==> config.mk <==
export PLATFORM = sky130hd
export DESIGN_NAME = rf_issue_arbiter
export DESIGN_NICKNAME = d
export VERILOG_FILES = /design/src/rtl/issue_pkg.sv /design/src/rtl/issue_starve_fsm.sv /design/src/rtl/rf_issue_arbiter.sv
export SDC_FILE = /design/constraint.sdc
export NUM_CORES = 1
export LEC_CHECK = 0
export BUFFER_PORTS_ARGS = -buffer_cell sky130_fd_sc_hd__buf_2
export CORE_AREA = 2 2 163 165
export DETAILED_ROUTE_END_ITERATION = 10
export DIE_AREA = 0 0 165 167
export PLACE_DENSITY = 0.54
export SETUP_SLACK_MARGIN = 0.2
export SYNTH_ARGS = -nofsm -noshare
export SYNTH_HDL_FRONTEND = slang
export SYNTH_SLANG_ARGS = --single-unit
export TNS_END_PERCENT = 10
==> constraint.sdc <==
create_clock -name CLK -period 3.2 [get_ports CLK]
set_input_delay 0.32 -clock CLK [delete_from_list [all_inputs] [get_ports CLK]]
set_output_delay 0.32 -clock CLK [all_outputs]
set_load 0.005 [all_outputs]
==> src/rtl/issue_pkg.sv <==
// issue_pkg: shared mode/grant types and entry width default for the RF issue arbiter
package issue_pkg;
    localparam int RENISS_WIDTH_DEFAULT = 137;
    typedef enum logic {MODE_LSQ, MODE_IQ} mode_t;
    typedef enum logic [1:0] {GNT_NONE, GNT_IQ, GNT_LSQ} gnt_t;
endpackage

==> src/rtl/issue_starve_fsm.sv <==
// issue_starve_fsm: counts IQ denials and flips priority to IQ once the limit is reached
module issue_starve_fsm
    import issue_pkg::*;
#(
    parameter int STARVE_LIMIT = 4
) (
    input  logic  CLK,
    input  logic  RESET,
    input  logic  load,
    input  logic  flush,
    input  gnt_t  grant,
    input  logic  IQ_valid,
    output mode_t mode
);
    localparam int CW = $clog2(STARVE_LIMIT + 1);
    localparam logic [CW-1:0] LIMIT = CW'(STARVE_LIMIT);
    logic [CW-1:0] starve_cnt, cnt_nxt;
    mode_t mode_nxt;
    // next counter/mode as they would be after a load edge
    always_comb begin
        cnt_nxt = grant == GNT_IQ ? '0 :
                  (grant == GNT_LSQ && IQ_valid && starve_cnt != LIMIT) ? starve_cnt + 1'b1 : starve_cnt;
        mode_nxt = mode == MODE_LSQ ? (cnt_nxt == LIMIT ? MODE_IQ : MODE_LSQ) :
                   (grant == GNT_IQ ? MODE_LSQ : MODE_IQ);
    end
    // state register: flush restarts in LSQ mode, otherwise advance only on load
    always_ff @(posedge CLK or negedge RESET) begin
        if (!RESET) begin
            mode <= MODE_LSQ;
            starve_cnt <= '0;
        end else if (flush) begin
            mode <= MODE_LSQ;
            starve_cnt <= '0;
        end else if (load) begin
            mode <= mode_nxt;
            starve_cnt <= cnt_nxt;
        end
    end
endmodule

==> src/rtl/rf_issue_arbiter.sv <==
// rf_issue_arbiter: picks one ready IQ/LSQ head per cycle and registers it for the RF stage
module rf_issue_arbiter
    import issue_pkg::*;
#(
    parameter int RENISS_WIDTH = RENISS_WIDTH_DEFAULT,
    parameter int STARVE_LIMIT = 4
) (
    input  logic                    CLK,
    input  logic                    RESET,
    input  logic                    FREEZE,
    input  logic                    FLUSH,
    input  logic                    IQ_valid,
    input  logic [RENISS_WIDTH-1:0] IQ_data,
    input  logic                    LSQ_valid,
    input  logic [RENISS_WIDTH-1:0] LSQ_data,
    output logic                    IQ_pop,
    output logic                    LSQ_pop,
    output logic [RENISS_WIDTH-1:0] IQLSQ_popData_OUT,
    output logic                    Valid_Instruction_OUT,
    output logic                    Mem_Instruction_OUT
);
    logic load;
    gnt_t grant;
    mode_t mode;
    assign load = RESET & ~FREEZE & ~FLUSH;
    // grant the queue the mode prefers, falling back to the other one
    always_comb begin
        grant = mode == MODE_LSQ ?
                (LSQ_valid ? GNT_LSQ : IQ_valid ? GNT_IQ : GNT_NONE) :
                (IQ_valid ? GNT_IQ : LSQ_valid ? GNT_LSQ : GNT_NONE);
    end
    assign IQ_pop  = load & (grant == GNT_IQ);
    assign LSQ_pop = load & (grant == GNT_LSQ);
    issue_starve_fsm #(.STARVE_LIMIT(STARVE_LIMIT)) u_fsm (
        .CLK      (CLK),
        .RESET    (RESET),
        .load     (load),
        .flush    (FLUSH),
        .grant    (grant),
        .IQ_valid (IQ_valid),
        .mode     (mode)
    );
    // RF input register: capture the winner, bubble on no grant or flush, data holds on bubbles
    always_ff @(posedge CLK or negedge RESET) begin
        if (!RESET) begin
            IQLSQ_popData_OUT <= '0;
            Valid_Instruction_OUT <= 1'b0;
            Mem_Instruction_OUT <= 1'b0;
        end else if (FLUSH) begin
            Valid_Instruction_OUT <= 1'b0;
            Mem_Instruction_OUT <= 1'b0;
        end else if (load) begin
            if (grant != GNT_NONE)
                IQLSQ_popData_OUT <= grant == GNT_LSQ ? LSQ_data : IQ_data;
            Valid_Instruction_OUT <= grant != GNT_NONE;
            Mem_Instruction_OUT <= grant == GNT_LSQ;
        end
    end
endmodule

* Word level (Yosys, flattened, before mapping)
Index checks and enable logic that the tools add are counted.
Storage, ports and cells: bits in registers 143, word-level logic and storage cells 40, output and inout bits 141
Operators by class: bitwise logic cells 6, muxes and demuxes 19, eq/ne operators 4, add/subtract/negate cells 1, reduce and logical (&&, ||, !) cells 5
Operators with widths (number):
- $mux 137 | 1
- $mux 3 | 4
- $mux 1 | 10
- $mux 2 | 4
- $and 1x1->1 | 4
- $reduce_bool 2->1 | 2
- $add 3x1->3 const B | 1
- $eq 3x3->1 const B | 1
- $ne 3x3->1 const B | 1
- $reduce_and 3->1 | 1
- $eq 2x1->1 const B | 1
- $eq 2x2->1 const B | 1
- $logic_and 1x1->1 | 2
- $not 1->1 | 2

* Longest topological paths before layout
Gate-level depths: netlist of the first run.
depth in word-level cells 13, gate-level depth with buffers 7, depth with buffers taken out 6

* Modules after synthesis
A second synthesis of the first run with hierarchy kept.
Second synthesis, totals: cells, all modules 796, area, all modules 8010.2 µm²
Modules (own cells, without submodules):
- rf_issue_arbiter | seq. area each 3478.3 µm², instances 1, cells each 763, area each 7718.7 µm²
- issue_starve_fsm | seq. area each 100.1 µm², instances 1, cells each 33, area each 291.5 µm²

* Least setup slack after synthesis of the first run
Ideal clock, no wire load.
path kind input -> output, from in IQ_valid, to out LSQ_pop, buffers on the path 3, stages on the path 5, arrival 1.120 ns, setup slack 1.760 ns, cells stage by stage buf_2 a21boi_4 buf_6 buf_6 and2_1
Between the ends: cells in the longest elaborated chain, start to end 5, elaborated cells on any way between the ends 6
Ends and longest elaborated chain:
- start: declaration | line rf_issue_arbiter.sv:12 | input logic IQ_valid,
- $mux 1 | line rf_issue_arbiter.sv:29 | (LSQ_valid ? GNT_LSQ : IQ_valid ? GNT_IQ : GNT_NONE) :
- $mux 2 | line rf_issue_arbiter.sv:29
- $mux 2 (*) | line rf_issue_arbiter.sv:28 | grant = mode == MODE_LSQ ?
- $eq 2x2->1 (*) | line rf_issue_arbiter.sv:33 | assign LSQ_pop = load & (grant == GNT_LSQ);
- $and 1x1->1 (*) | line rf_issue_arbiter.sv:33
- end: declaration | line rf_issue_arbiter.sv:17 | output logic LSQ_pop,
Mark *: on every way between the ends. The rest lies on a longest branch, timed or not.

* Worst setup path in the final report of the first run
from in RESET, to reg IQLSQ_popData_OUT[88]
Between the ends: cells in the longest elaborated chain, start to end 3
Ends and longest elaborated chain:
- start: declaration | line rf_issue_arbiter.sv:9 | input logic RESET,
- $and 1x1->1 (2 in a row) | line rf_issue_arbiter.sv:25 | assign load = RESET & ~FREEZE & ~FLUSH;
- $reduce_and 3->1 (no source line)
- end signal: assignment | line rf_issue_arbiter.sv:54 | IQLSQ_popData_OUT <= grant == GNT_LSQ ? LSQ_data : IQ_data;
- end: declaration | line rf_issue_arbiter.sv:18 | output logic [RENISS_WIDTH-1:0] IQLSQ_popData_OUT,
No other way between the ends. A chain may end at the register's enable or synchronous reset.

==> run summary, run 1 <==
Status - finished, final reports clean
ANT cells - 0
Initial Utilization - 27.9%
Cts repair resizes - 0
Max_cap viols - 0
Distinct cells, synth - 30
CTS tree - built
Clk pin slew, worst setup/hold paths - 0.06 ns
Syn Nets - 920
RR Endpoint - IQLSQ_popData_OUT[1]
DRT iter0 DRCs - 260
Initial antenna violation count - 0
Vias in the first global route - 5723
All-Layer GR Usage - 14.3%
Synth Cell Area - 0.00718 mm^2
EDFF count, synth - 0
Worst EP arrival - 2.55 ns
Register area share after synthesis - 49.8%
Unrepaired setup endpoints after global routing - false
Clock root buffer - clkbuf_16
Largest net degree at the start of global routing - 71
# rows - 59
Reg2Reg Depth - 4
Fmax - 451 MHz
Vias - 5915
DP HPWL - 16100 um
Final period utilization - 69.2%
Hold path endpoint - Mem_Instruction_OUT
Remaining global-route overflow - 0
Hold Path Cell Cnt - 2
Die extent in y - 167 um
Clock Sinks - 143
Vias per cell - 4.25
Leak - 0.00501 uW
Worst VDD drop - 309 uV
Detailed Route WL - 20500 um
Setup tns final - 0 ns
Seq cells post-synth - 143
Post-synth top flop - dfrtp_1
Power per cell area - 574 mW/mm^2
Final setup fails - 0
Least-Margin Pin Slew - 0.912 ns
Yosys warnings - 0
TritonRoute pass-1 iters - 4
Die width - 165 um
I/O pins - 421
Register-to-register setup slack - 1.43 ns
CP Max Fanout - 51
Worst min-delay path startpoint - FLUSH
Antenna viol nets, final - 0
GPL Wtd Cong - 0.741
Core area - 0.0258 mm^2
DRC errors left - 0
Clock Latency Late Sink - 0.42 ns
Area grow syn2layout - 40.9%
Clock skew - 0.0103 ns
Die area - 0.0276 mm^2
Max-slew headroom - 39.2%
Total CTS buffers - 17
Final Hold Fails - 0
Dominant cell by count in the synthesized netlist - dfrtp_1
Asr flop ratio synth - 100%
Wire per inst - 14.7 um
H-tree Lvls - 4
Launching point of the worst reg2reg path - u_fsm.mode
Final Max Slew Viols - 0
Port bufs - 420
Synth area leaders - dfrtp_1, mux2i_1, a21oi_2, nor2_1, a21oi_1
CTS Buffer Depth - 2
Crit path required time - 3.53 ns
Yosys top cell area share - 49.8%
Tmin final - 2.22 ns
Post-Synthesis Cells - 638
Synth cell count leaders - dfrtp_1, nor2_1, mux2i_1
Share of cells above drive strength 1 - 53.8%
Fin Hold WS - 0.124 ns
Hold Crit Class - in -> reg
Setup CP Type - in -> reg
Area leader, netlist - dfrtp_1
Crit. End Element - flop
Critical Path Start Type - primary input
Final nets - 1328
Mapped Avg Cell Area - 11.3 um^2
First-pass GRT wire length - 30400 um
[critical path: stages]
cell,delay (ns)
dlygate4sd3_1,0.54
buf_6,0.14
nor3b_2,0.32
o21a_4,0.61
buf_4,0.38
nor2_1,0.07
a21oi_1,0.12
[layout by cell type, fill, tap and decap left out, drive strengths merged, types with 2 or more instances in the layout]
cell type and n:
bufinv 4, buf 435, mux2i 138, clkinvlp 4
ha 2, o21ai 2, nand2 4, nor2 140
nor2b 2, clkbuf 18, a21oi 137, dfrtp 143
a31oi 2, a21o 2, inv 8
[per-stage QoR]
| step | utilization [%] | power (uW) | instance area [um^2] | worst slack, ns | instances |
|---|---|---|---|---|---|
| floorplan | - | 3050 | 7180 | 1.76 | 638 |
| CTS | 39.3 | 5930 | 10100 | 0.989 | 1392 |
| global route | 39.3 | 6160 | 10100 | 0.769 | 1392 |
| global placement | 36.9 | 3750 | 9500 | 1.16 | 1361 |
| detailed placement | 36.9 | 3780 | 9500 | 1.10 | 1361 |
| finish | 39.3 | 5810 | 10100 | 0.985 | 1392 |
[state kept, by name (all words and copies together) (netlist names)]
| signal | cells |
|---|---|
| IQLSQ_popData_OUT | 137 |
| Mem_Instruction_OUT | 1 |
| Valid_Instruction_OUT | 1 |
| u_fsm.mode | 1 |
| u_fsm.starve_cnt | 3 |
[worst max path at each step]
stage / from / endpoint / slack, ns / cells after the start
after floorplan: IQ_valid / LSQ_pop / 1.76 / 5
after global placement: FLUSH / IQLSQ_popData_OUT[81] / 1.16 / 6
after detailed placement: FLUSH / IQLSQ_popData_OUT[88] / 1.10 / 6
after CTS: RESET / IQLSQ_popData_OUT[88] / 0.99 / 7
after global routing: RESET / IQLSQ_popData_OUT[88] / 0.77 / 7
final: RESET / IQLSQ_popData_OUT[88] / 0.98 / 7
[routing by layer]
metal  share of wire, %  up-vias  global-route usage, %
met2                 49      257                   24.9
met1                 42     2626                   17.5
met4                1.3        0                   4.05
met5                  0        -                      0
met3                7.6       16                   3.44
li1                   -     3016                      -
[cell type report]
class | count | area [um^2]
Inverter | 5 | 18.8
Sequential cell | 143 | 3580
Fill cell | 2625 | 15600
Timing Repair Buffer | 436 | 2310
Clock buffer | 18 | 429
Multi-Input combinational cell | 443 | 3190
Clock inverter | 12 | 185
Tap cell | 335 | 419
[cells by family (layout without fill, tap and decap cells)]
group | Yosys count | count (layout) | share of synthesized area (%)
multiplexers | 139 | 139 | 19.4
AND/OR/NAND/NOR | 153 | 153 | 8.39
flip-flops | 143 | 143 | 49.8
AO/OA/AOI/OAI | 149 | 149 | 16.2
adder cells (fa/ha/maj) | 2 | 2 | 0.348
buffers and inverters | 52 | 471 | 5.90
[where the power goes]
group	switching [uW]	internal (uW)	total, uW
registers	182	2170	2350
clock network	799	1310	2100
logic	678	679	1360
total	1660	4150	5810
[timing repair]
action / 4_1_cts / 5_1_grt
hold buffers: 1 / 0
endpoints found under the hold margin: 5 / 0
endpoints found under the setup margin: 0 / 0
buffers inserted: 0 / 0
Power figures use the tool's default switching activity.
==> inputs of run 2 (changes only) <==
--- a/config.mk
+++ b/config.mk
@@ -5,11 +5,12 @@
 export SDC_FILE = /design/constraint.sdc
 export NUM_CORES = 1
 export LEC_CHECK = 0
+export ABC_AREA = 1
 export BUFFER_PORTS_ARGS = -buffer_cell sky130_fd_sc_hd__buf_2
-export CORE_AREA = 2 2 163 165
+export CORE_AREA = 2 2 164 166
 export DETAILED_ROUTE_END_ITERATION = 10
-export DIE_AREA = 0 0 165 167
-export PLACE_DENSITY = 0.54
+export DIE_AREA = 0 0 166 168
+export PLACE_DENSITY = 0.53
 export SETUP_SLACK_MARGIN = 0.2
 export SYNTH_ARGS = -nofsm -noshare
 export SYNTH_HDL_FRONTEND = slang
==> constraint.sdc (replaced) <==
create_clock -name CLK -period 2.1 [get_ports CLK]
set_input_delay 0.21 -clock CLK [delete_from_list [all_inputs] [get_ports CLK]]
set_output_delay 0.21 -clock CLK [all_outputs]
set_load 0.005 [all_outputs]
==> run 2 against run 1 <==
Effect of this change:
- clock skew decreased by 0.0031 ns
- sequential cell count did not move
- clock power grew 47%
- sequential power up 53%
- critical path type unchanged
- largest cell class unchanged
- largest power group unchanged
==> run summary, run 2 <==
Max reg flops - 137
# rows - 60
Die area - 0.0279 mm^2
Final nets - 1613
Hold Crit Class - in -> reg
Setup tns final - 0 ns
Least-Margin Pin Slew - 0.766 ns
Mux contribution to synthesized area - 0%
Final setup fails - 0
Final Core Density - 38.3%
Total CTS buffers - 17
Syn Nets - 1218
Clock Latency Late Sink - 0.41 ns
Compound-cell area share of the yosys netlist - 20.1%
Worst EP arrival - 1.98 ns
Register area share after synthesis - 50.4%
Final Hold Fails - 0
Core area - 0.0264 mm^2
Clock root buffer - clkbuf_16
Vias in the first global route - 6682
EDFF count, synth - 0
First-pass GRT wire length - 34100 um
Wire per inst - 12.6 um
DRT iter0 DRCs - 326
Post-synthesis adder-cell area fraction - 0.352%
Reported net switching power - 2460 uW
Worst VDD drop - 490 uV
H-tree Lvls - 4
Reg with most FFs - IQLSQ_popData_OUT
Commonest non-fill, non-tap cell in the layout - buf_2
Share of cells above drive strength 1 - 35.2%
Final period utilization - 80.5%
Die width - 166 um
Xor/xnor share of the synthesized area - 0.123%
Fillers - 2820
Port bufs - 420
Initial Utilization - 27.0%
Register area - 0.00358 mm^2
Post-Synthesis Cells - 936
Sw Share - 28.7%
Pre-CTS setup slack - 0.408 ns
Distinct cells, synth - 23
Status - finished, final reports clean
Post-route setup slack - 0.408 ns
Vias - 7043
Seq cells post-synth - 143
Clock share of power - 35.9%
Synth Area in Simple Gates - 16.2%
Clock Sinks - 143
CP Max Fanout - 60
Yosys warnings - 0
Mapped Avg Cell Area - 7.59 um^2
Part of the power in registers - 42.0%
Area grow syn2layout - 42.0%
DRC errors left - 0
Main combinational cell family by area after synthesis - compound AO/OA/AOI/OAI gates
I/O pins - 421
Biggest regs - IQLSQ_popData_OUT: 137 flops, u_fsm.starve_cnt: 3 flops
Asr flop ratio synth - 100%
ANT cells - 0
Critical Path Start Type - primary input
Remaining global-route overflow - 0
Clk pin slew, worst setup/hold paths - 0.06 ns
Max-slew headroom - 48.9%
CTS tree - built
Detailed Route WL - 21200 um
Final Instance Area - 0.0101 mm^2
Antenna viol nets, final - 0
Power per cell area - 849 mW/mm^2
Die extent in y - 168 um
Leak - 0.00583 uW
Fmax - 591 MHz
Initial antenna violation count - 1
Cts repair resizes - 0
Pint - 6110 uW
Placed Area - 0.00948 mm^2
Vias per cell - 4.18
Yosys top cell area share - 50.4%
Combinational share of power - 22.0%
Area leader, netlist - dfrtp_1
Crit path required time - 2.38 ns
Clock skew - 0.00721 ns
Synth cell count leaders - nand2_1, o21ai_0, dfrtp_1, inv_1, o21ai_1
All-Layer GR Usage - 15.0%
TritonRoute pass-1 iters - 5
Synth area leaders - dfrtp_1, nand2_1, o21ai_0, o21ai_1, inv_1
Tmin final - 1.69 ns
Dominant cell by count in the synthesized netlist - nand2_1
Setup CP Type - in -> reg
Post-synth top flop - dfrtp_1
Most frequent cells in the layout - buf_2, nand2_1, o21ai_0
Max_cap viols - 0
Unrepaired setup endpoints after global routing - false
Crit. End Element - flop
Synth Cell Area - 0.00711 mm^2
CTS Buffer Depth - 2
Final Max Slew Viols - 0
Fin Hold WS - 0.105 ns
Largest net degree at the start of global routing - 144
GPL Wtd Cong - 0.816
Multi-input logic area - 0.00263 mm^2
DP HPWL - 16300 um
[run 2: cell count changes in the layout (fill, tap and decap cells not counted), sizes merged, moves of 3 or more]
cell / before / now
nand2: 4 / 293
o21ai: 2 / 275
inv: 8 / 149
mux2i: 138 / 0
a21oi: 137 / 1
nor2: 140 / 5
nand3: 1 / 4
[run 2: cell type report]
class | count | area share (%)
clock buffers | 20 | 4.33
clock inverters | 12 | 1.59
inverters | 146 | 5.51
multi-input cells | 587 | 26.0
flip-flops and latches | 143 | 35.5
well taps | 341 | 4.23
repair buffers | 436 | 22.9
[run 2: critical path: stages]
cell and delay [ns]:
dlygate4sd3_1 0.56, buf_6 0.12, nand2_2 0.08, nor2_2 0.12, inv_2 0.08, a21oi_2 0.22
inv_8 0.18, buf_4 0.25, nand2_1 0.07, o21ai_1 0.06
[run 2: metal layers]
metal | global-route usage, % | vias up | share of wire, %
met2 | 25.8 | 245 | 48
met1 | 18.3 | 3041 | 43
met3 | 4.25 | 27 | 7.0
li1 | - | 3728 | -
met5 | 0 | - | 0.052
met4 | 4.84 | 2 | 1.9
[run 2: cells by family after synthesis]
logic type	Yosys count
AND/OR/NAND/NOR	303
XOR/XNOR	1
buffers and inverters	206
adder cells (fa/ha/maj)	2
flip-flops	143
AO/OA/AOI/OAI	281
[run 2: final timing paths]
| check | start | endpoint | slack, ns | cells past startpoint |
|---|---|---|---|---|
| max reg2reg | u_fsm.mode | IQLSQ_popData_OUT[9] | 0.42 | 7 |
| min | LSQ_data[135] | IQLSQ_popData_OUT[135] | 0.11 | 3 |
| max | RESET | IQLSQ_popData_OUT[9] | 0.41 | 10 |
| min reg2reg | IQLSQ_popData_OUT[30] | IQLSQ_popData_OUT[30] | 0.48 | 2 |
| max in group asynchronous | RESET | IQLSQ_popData_OUT[19] | 1.01 | 3 |
| min in group asynchronous | RESET | IQLSQ_popData_OUT[100] | 0.52 | 3 |
[run 2: power groups by stage]
stage	Combinational (uW)	Clock (uW)	Sequential [uW]
after CTS	1940	3190	3610
after detailed placement	1940	0	3640
final	1890	3080	3600
after global routing	2160	3310	3680
after floorplan	743	0	3690
after global placement	1910	0	3640
[run 2: what timing repair did]
item / in CTS / in global routing
hold buffers: 1 / 0
hold endpoints to repair: 132 / 0
setup buffers: 0 / 0
[run 2: per-stage QoR]
step | power [uW] | instances
floorplan | 4430 | 936
global placement | 5550 | 1652
detailed placement | 5580 | 1652
CTS | 8740 | 1685
global route | 9150 | 1685
finish | 8570 | 1685
